===== config.mk =====
export PLATFORM = sky130hd
export DESIGN_NAME = dac7611_rx
export DESIGN_NICKNAME = d
export VERILOG_FILES = /design/src/rtl/dac7611_rx.sv
export SDC_FILE = /design/constraint.sdc
export NUM_CORES = 1
export LEC_CHECK = 0
export CORE_MARGIN = 2
export CORE_UTILIZATION = 55
export CTS_BUF_LIST = sky130_fd_sc_hd__clkbuf_2 sky130_fd_sc_hd__clkbuf_4 sky130_fd_sc_hd__clkbuf_8
export CTS_CLUSTER_SIZE = 40
export DETAILED_ROUTE_END_ITERATION = 8
export PLACE_DENSITY = 0.85
export SYNTH_ARGS = -nofsm -noshare
export SYNTH_HDL_FRONTEND = slang
export SYNTH_SLANG_ARGS = --single-unit

===== constraint.sdc =====
create_clock -name clk -period 1.8 [get_ports clk]
set_input_delay 0.27 -clock clk [delete_from_list [all_inputs] [get_ports clk]]
set_output_delay 0.27 -clock clk [all_outputs]
set_load 0.01 [all_outputs]

===== src/rtl/dac7611_rx.sv =====
// Receiver that emulates the DAC7611 serial input latch: synchronizes the
// three-wire bus plus CLR into the clk domain and reconstructs the 12-bit code.
module dac7611_rx #(
  parameter int unsigned SYNC_STAGES = 2,
  parameter logic [11:0] RESET_CODE  = 12'h000
) (
  input  logic        clk,
  input  logic        reset,
  input  logic        CLK_3,
  input  logic        SDI_4,
  input  logic        LD_5,
  input  logic        CLR_6,
  output logic [11:0] dac_code,
  output logic        load_strobe,
  output logic        clr_strobe,
  output logic        frame_err,
  output logic [3:0]  bit_cnt
);

  localparam int unsigned CODE_W   = 12;
  localparam int unsigned CNT_W    = 4;
  localparam int unsigned NUM_PINS = 4;
  localparam int unsigned PIN_SCK  = 0;
  localparam int unsigned PIN_SDI  = 1;
  localparam int unsigned PIN_LD   = 2;
  localparam int unsigned PIN_CLR  = 3;
  localparam logic [CNT_W-1:0] FULL_CNT = CNT_W'(12);
  localparam logic [CNT_W-1:0] MAX_CNT  = CNT_W'(15);

  typedef enum logic [1:0] {
    IDLE  = 2'd0,
    SHIFT = 2'd1,
    HOLD  = 2'd2
  } state_e;

  logic [SYNC_STAGES-1:0][NUM_PINS-1:0] sync_q, sync_d;
  logic [NUM_PINS-1:0] pins_s;
  logic [2:0]          dly_q, dly_d;
  state_e              state_q, state_d;
  logic [CODE_W-1:0]   shreg_q, shreg_d;
  logic [CNT_W-1:0]    cnt_q, cnt_d;
  logic [CODE_W-1:0]   code_q, code_d;
  logic                load_q, load_d;
  logic                clr_q, clr_d;
  logic                err_q, err_d;

  logic sck_s, sdi_s, ld_s, clr_s;
  logic sck_rise, ld_fall, ld_rise, clr_fall;
  logic do_load;

  // Synchronizer chain: stage 0 samples the pins, later stages shift along.
  assign sync_d[0] = {CLR_6, LD_5, SDI_4, CLK_3};
  for (genvar g = 1; g < SYNC_STAGES; g++) begin : g_sync
    assign sync_d[g] = sync_q[g-1];
  end

  assign pins_s = sync_q[SYNC_STAGES-1];
  assign sck_s  = pins_s[PIN_SCK];
  assign sdi_s  = pins_s[PIN_SDI];
  assign ld_s   = pins_s[PIN_LD];
  assign clr_s  = pins_s[PIN_CLR];
  assign dly_d  = {clr_s, ld_s, sck_s};

  assign sck_rise = sck_s & ~dly_q[0];
  assign ld_fall  = ~ld_s & dly_q[1];
  assign ld_rise  = ld_s & ~dly_q[1];
  assign clr_fall = ~clr_s & dly_q[2];

  always_ff @(posedge clk or posedge reset) begin
    if (reset) begin
      sync_q  <= '1;
      dly_q   <= '1;
      state_q <= IDLE;
      shreg_q <= '0;
      cnt_q   <= '0;
      code_q  <= RESET_CODE;
      load_q  <= 1'b0;
      clr_q   <= 1'b0;
      err_q   <= 1'b0;
    end else begin
      sync_q  <= sync_d;
      dly_q   <= dly_d;
      state_q <= state_d;
      shreg_q <= shreg_d;
      cnt_q   <= cnt_d;
      code_q  <= code_d;
      load_q  <= load_d;
      clr_q   <= clr_d;
      err_q   <= err_d;
    end
  end

  // Shift happens before a same-cycle load so the load sees the newest bit.
  always_comb begin
    state_d = state_q;
    shreg_d = shreg_q;
    cnt_d   = cnt_q;
    code_d  = code_q;
    load_d  = 1'b0;
    clr_d   = 1'b0;
    err_d   = 1'b0;
    do_load = 1'b0;

    if (state_q != HOLD && sck_rise) begin
      shreg_d = {shreg_q[CODE_W-2:0], sdi_s};
      cnt_d   = (cnt_q == MAX_CNT) ? MAX_CNT : cnt_q + CNT_W'(1);
      state_d = SHIFT;
    end

    if (state_q != HOLD && ld_fall) begin
      do_load = 1'b1;
      state_d = HOLD;
    end else if (ld_rise) begin
      cnt_d   = '0;
      state_d = IDLE;
    end

    // An active CLR overrides any load of the latch.
    if (!clr_s) begin
      code_d = RESET_CODE;
      clr_d  = clr_fall;
    end else if (do_load) begin
      code_d = shreg_d;
      load_d = 1'b1;
      err_d  = (cnt_d != FULL_CNT);
    end
  end

  assign dac_code    = code_q;
  assign load_strobe = load_q;
  assign clr_strobe  = clr_q;
  assign frame_err   = err_q;
  assign bit_cnt     = cnt_q;

endmodule


**After elaboration in Yosys (flattened, before gate mapping)**

Cells that the tools add are included.
W data, S select, Z words.

- $add $sub $neg: 1
- Equal/unequal tests: 4
- Multiplexer cells: 16
- Bitwise logic cells: 8
- Reduce and logical (&&, ||, !) cells: 3

Operators with widths:

| kind | number |
|---|---|
| $mux W12 | 3 |
| $mux W4 | 4 |
| $mux W1 | 6 |
| $mux W2 | 3 |
| $add A4 B1 Y4 const B | 1 |
| $and A1 B1 Y1 | 4 |
| $eq A4 B4 Y1 const B | 1 |
| $ne A4 B4 Y1 const B | 1 |
| $not A1 Y1 | 4 |
| $reduce_bool A3 Y1 | 1 |
| $logic_and A1 B1 Y1 | 2 |
| $ne A2 B1 Y1 const B | 1 |
| $ne A2 B2 Y1 const B | 1 |

- Register bits: 44
- Input bits: 6
- Word-level logic and storage cells: 42

**Depth between registers and ports, before layout**

- Depth after elaboration: 9
- Mapped depth: 6

**Worst setup path before layout**

OpenSTA, ideal clock, no wires.

- Kind: flip-flop to flip-flop
- From: register sync_q, in the netlist pins_s[0]
- To: register code_q[6] (netlist: dac_code[6])
- Data arrival time: 1354 ps
- Data required time: 1662 ps
- Path slack: 308 ps
- Cell stages (with the launch flop): 7
- Buffers on the path: 2
- Clock period less this slack: 1492 ps
- Cells stage by stage: dfstp_2 -> nor2b_4 -> and2_4 -> buf_12 -> buf_12 -> mux2i_1 -> a211oi_1

- Word-level cells in the longest chain between the ends: 5

Ends and longest elaborated chain:

| element | RTL line | text |
|---|---|---|
| start, declared | 36 | `logic [SYNC_STAGES-1:0][NUM_PINS-1:0] sync_q, sync_d;` |
| start signal, assigned | 81 | `sync_q <= sync_d;` |
| $and A1 B1 Y1 | 64 | `assign sck_rise = sck_s & ~dly_q[0];` |
| $logic_and A1 B1 Y1 | 104 | `if (state_q != HOLD && sck_rise) begin` |
| $mux W12 | 104 |  |
| $mux W12 | 122 | `end else if (do_load) begin` |
| $mux W12 | 119 | `if (!clr_s) begin` |
| end signal, assigned | 86 | `code_q <= code_d;` |
| end, declared | 42 | `logic [CODE_W-1:0] code_q, code_d;` |

Every way passes these cells. The select of a mux whose other input is x is not followed.
A chain may end at the register's enable or synchronous reset.

**Final worst setup path**

- From: register cnt_q[2] (netlist: bit_cnt[2])
- To: output bit_cnt[2]

RTL lines:

| element | RTL line | text |
|---|---|---|
| start, declared | 41 | `logic [CNT_W-1:0] cnt_q, cnt_d;` |
| start signal, assigned | 85 | `cnt_q <= cnt_d;` |
| end, declared | 17 | `output logic [3:0] bit_cnt` |

No word-level cell between the ends.

==> results <==
==> flip-flops by register name (all words and copies together), names as in the netlist <==
| register | flops |
|---|---|
| dly_q | 3 |
| clr_strobe | 1 |
| shreg_q | 12 |
| pins_s | 4 |
| dac_code | 12 |
| state_q | 2 |
| frame_err | 1 |
| sync_d | 4 |
| bit_cnt | 4 |
| load_strobe | 1 |
==> cell families (layout without fill, tap and decap cells) <==
family	after synthesis	after routing	synth area share, %
DFF	44	44	65.85
and+or+nand+nor	31	31	10.05
buffers and inverters	22	51	7.169
AOI/OAI and AO/OA	20	20	9.092
muxes	12	12	7.096
adders and majority gates	1	1	0.7390
==> how the worst min path moves through the flow <==
stage / slack (ns) / from / to
after global routing: 0.27 / LD_5 / sync_d[6]
after detailed placement: 0.35 / sync_d[5] / pins_s[1]
after floorplan: 0.27 / CLK_3 / sync_d[4]
after global placement: 0.35 / sync_d[5] / pins_s[1]
final: 0.30 / CLR_6 / sync_d[7]
after CTS: 0.28 / CLR_6 / sync_d[7]
==> layout by cell type, fill, tap and decap left out, types with 2 or more instances in the layout <==
cell type         n
dfrtp_1          33
nand2_1           2
inv_1            16
bufinv_16         3
dfstp_2          11
nor2b_1           4
mux2i_1          12
nor2_1           14
clkdlybuf4s50_1  24
nand3_1           2
a211oi_1         12
a31oi_1           3
buf_4             3
clkbuf_4          5
==> layout make-up <==
cell class / count / area (µm²)
Sequential cell: 44 / 1115
Inverter: 16 / 60.06
Timing Repair Buffer: 27 / 262.8
Clock inverter: 3 / 90.09
Fill cell: 211 / 914.6
Clock buffer: 5 / 37.54
Tap cell: 33 / 41.29
Multi-Input combinational cell: 64 / 456.7
==> stage by stage <==
| step | util, % | worst slack (ns) | instances | area, µm² | total power [W] |
|---|---|---|---|---|---|
| 3_3_place_gp | 65.00 | 0.2864 | 184 | 1936 | 0.001745 |
| 3_5_place_dp | 65.00 | 0.2050 | 184 | 1936 | 0.001785 |
| 2_1_floorplan | - | 0.3077 | 130 | 1693 | 0.001613 |
| 5_1_grt | 69.29 | 0.07337 | 192 | 2063 | 0.002789 |
| 6_report | 69.29 | 0.1740 | 192 | 2063 | 0.002642 |
| 4_1_cts | 69.29 | 0.1589 | 192 | 2063 | 0.002671 |
==> power groups by stage <==
stage	combinational [W]	sequential (W)	clock, W
finish	0.000467	0.00129	0.000881
global route	0.000533	0.00132	0.000940
detailed placement	0.000471	0.00131	0
CTS	0.000473	0.00130	0.000902
global placement	0.000443	0.00130	0
floorplan	0.000308	0.00130	0
==> metal layers <==
layer  vias to the layer above  wire, µm
li1                        490         -
met1                       508      1142
met2                        25      1398
met3                         5       146
met4                         0        57
met5                         -         0
==> impl_results.html <==
<table>
<tr><th>Metric</th><th>Value</th></tr>
<tr><th colspan="2">Power</th></tr>
<tr><td>P per Cell Area</td><td>1281 nW/µm²</td></tr>
<tr><td>Peak supply drop</td><td>909.7 µV</td></tr>
<tr><td>Logic pwr share</td><td>17.7%</td></tr>
<tr><td>Relative contribution of the clock network to total power</td><td>33.4%</td></tr>
<tr><td>Leakage power</td><td>0.9635 nW</td></tr>
<tr><td>Switching Share</td><td>25.18%</td></tr>
<tr><td>Switching power of the nets</td><td>0.0006653 W</td></tr>
<tr><td>Sequential fraction of design power</td><td>49.0%</td></tr>
<tr><td>Internal cell power</td><td>0.001977 W</td></tr>
<tr><th colspan="2">Worst hold path</th></tr>
<tr><td>Hold path depth</td><td>1</td></tr>
<tr><td>Class of the most critical hold timing path</td><td>primary input to flop</td></tr>
<tr><th colspan="2">Critical path</th></tr>
<tr><td>R2R Path Start</td><td>pins_s[0]</td></tr>
<tr><td>Arrival time of data at the critical path endpoint</td><td>1.36 ns</td></tr>
<tr><td>Master of the slowest instance on the critical path</td><td>clkdlybuf4s50_1</td></tr>
<tr><td>Worst reg-to-reg setup slack</td><td>0.20 ns</td></tr>
<tr><td>Crit path from</td><td>bit_cnt[2]</td></tr>
<tr><td>Critical Path Fanout Max</td><td>5</td></tr>
<tr><td>Startpoint types</td><td>flop</td></tr>
<tr><td>Critical path capture point type</td><td>primary output</td></tr>
<tr><td>Cells on worst reg2reg path</td><td>4</td></tr>
<tr><td>CP peak stage delay</td><td>0.56 ns</td></tr>
<tr><td>CP endpoint</td><td>bit_cnt[2]</td></tr>
<tr><td>WP data required</td><td>1.53 ns</td></tr>
<tr><td>Crit-path cells</td><td>clkdlybuf4s50_1</td></tr>
<tr><td>Crit path depth</td><td>1</td></tr>
<tr><td>Class of the most critical setup path</td><td>flop to primary output</td></tr>
<tr><td>Count of buffer and inverter cells on the critical path</td><td>1</td></tr>
<tr><td>RR Endpoint</td><td>dac_code[3]</td></tr>
<tr><td>Gate family responsible for the most delay along the worst path</td><td>buffers and inverters</td></tr>
<tr><th colspan="2">Die</th></tr>
<tr><td>Starting Density</td><td>56.85%</td></tr>
<tr><td>Placeable core region</td><td>2978 µm²</td></tr>
<tr><td>Die W</td><td>59.48 µm</td></tr>
<tr><td>Overall die height</td><td>59.48 µm</td></tr>
<tr><td>Top Ports</td><td>25</td></tr>
<tr><td>Row count</td><td>20</td></tr>
<tr><td>Die area</td><td>3538 µm²</td></tr>
<tr><th colspan="2">Detailed routing</th></tr>
<tr><td>Count of vias placed by the detailed router</td><td>1028</td></tr>
<tr><td>Via-to-Cell Ratio</td><td>5.354</td></tr>
<tr><td>Average wire per standard cell</td><td>14.29 µm</td></tr>
<tr><td>Total Wirelength</td><td>2.744 mm</td></tr>
<tr><td>First-pass iteration count of the detailed router</td><td>4</td></tr>
<tr><td>Post-DRT Antenna Nets</td><td>0</td></tr>
<tr><td>Remaining DRCs</td><td>0</td></tr>
<tr><td>Initial DRC Count</td><td>22</td></tr>
<tr><th colspan="2">Finish</th></tr>
<tr><td>Share of layout cells above drive strength 1</td><td>16.35%</td></tr>
<tr><td>Nets</td><td>165</td></tr>
<tr><td>Ant. Diodes</td><td>0</td></tr>
<tr><td>Area grow syn2layout</td><td>21.88%</td></tr>
<tr><th colspan="2">Clocking</th></tr>
<tr><td>Quantity of gates resized following cts</td><td>0</td></tr>
<tr><td>CTS tree</td><td>yes</td></tr>
<tr><td>CTS buffer count</td><td>5</td></tr>
<tr><td>Number of buffers inserted for hold repair after clock tree synthesis</td><td>0</td></tr>
<tr><td>Clock latency at the later pin of the worst-skew pair</td><td>0.35 ns</td></tr>
<tr><td>CTS H-Tree Depth</td><td>2</td></tr>
<tr><td>Clock tree root driver cell</td><td>clkbuf_4</td></tr>
<tr><td># clock sinks</td><td>44</td></tr>
<tr><td>Clock transition at path regs</td><td>0.13 ns</td></tr>
<tr><td>Number of buffers on the longest clock path</td><td>2</td></tr>
<tr><td>Number of post-CTS setup repair buffers</td><td>0</td></tr>
<tr><th colspan="2">GRT</th></tr>
<tr><td>Number of global-route vias before repair</td><td>1097</td></tr>
<tr><td>GRT busiest layer</td><td>met2</td></tr>
<tr><td>Met3 usage in global routing</td><td>7.642%</td></tr>
<tr><td>Number of antenna violations at the first check in global routing</td><td>0</td></tr>
<tr><td>Global-route track usage on met1</td><td>22.51%</td></tr>
<tr><td>Total congestion overflow after global routing</td><td>0</td></tr>
<tr><td>First-pass GRT wire length</td><td>4.857 mm</td></tr>
<tr><td>Pin count of the biggest net entering global routing</td><td>45</td></tr>
<tr><td>Global routing met2 resource utilization</td><td>31.40%</td></tr>
<tr><td>Gr usage total</td><td>19.21%</td></tr>
<tr><th colspan="2">Yosys</th></tr>
<tr><td>Share of the yosys chip area belonging to registers</td><td>65.85%</td></tr>
<tr><td>Yosys reg bits</td><td>44</td></tr>
<tr><td>Share of async-settable or async-resettable flops after synthesis</td><td>100.0%</td></tr>
<tr><td>EDFF count, synth</td><td>0</td></tr>
<tr><td>Commonest cells in the synthesized netlist</td><td>33 x dfrtp_1, 16 x inv_1, 14 x nor2_1</td></tr>
<tr><td>Syn Std Cell Area</td><td>1693 µm²</td></tr>
<tr><td>Synthesized instance count</td><td>130</td></tr>
<tr><td>Post-synthesis cell type with the largest combined area</td><td>dfrtp_1</td></tr>
<tr><td>Net count of the mapped netlist</td><td>137</td></tr>
<tr><td>Top post-synthesis cells by area</td><td>dfrtp_1 49%, dfstp_2 17%, mux2i_1 7.1%</td></tr>
<tr><td>Most frequent cell after synthesis</td><td>dfrtp_1</td></tr>
<tr><td>Avg Synthesized Cell Area</td><td>13.02 µm²</td></tr>
<tr><td>Count of cell types in the netlist</td><td>29</td></tr>
<tr><td>Count of warnings emitted by yosys</td><td>0</td></tr>
<tr><td>Most instantiated flip-flop cell in the synthesis netlist</td><td>dfrtp_1</td></tr>
<tr><td>Yosys top cell area share</td><td>48.78%</td></tr>
<tr><th colspan="2">Place</th></tr>
<tr><td>RePlAce Congestion</td><td>0.7147</td></tr>
<tr><td>Dpl hpwl</td><td>1.909 mm</td></tr>
<tr><td>Port Buffer Count</td><td>24</td></tr>
<tr><th colspan="2">Timing</th></tr>
<tr><td>RSZ-0062 raised after global routing</td><td>false</td></tr>
<tr><td>Fmax</td><td>615.0 MHz</td></tr>
<tr><td>Transition time at the pin with the least slew margin</td><td>0.5129 ns</td></tr>
<tr><td>Setup skew after layout</td><td>0.01018 ns</td></tr>
<tr><td>Min cycle time layout</td><td>1.626 ns</td></tr>
<tr><td>Setup total negative slack</td><td>0 ns</td></tr>
<tr><td>Number of max-slew violations in the final report</td><td>0</td></tr>
<tr><td>Worst Hold Margin</td><td>0.3003 ns</td></tr>
<tr><td>Final hold violations</td><td>0</td></tr>
<tr><td>Headroom to the max-slew limit</td><td>65.81%</td></tr>
<tr><td>Count of endpoints failing setup in the final report</td><td>0</td></tr>
<tr><td>Final worst-path cycle share</td><td>90.33%</td></tr>
<tr><th colspan="2">Outcome</th></tr>
<tr><td>Status</td><td>completed</td></tr>
<tr><th colspan="2">Flow run</th></tr>
<tr><td>Max-capacitance violation count</td><td>0</td></tr>
</table>
(Power assumes the default switching activity.)
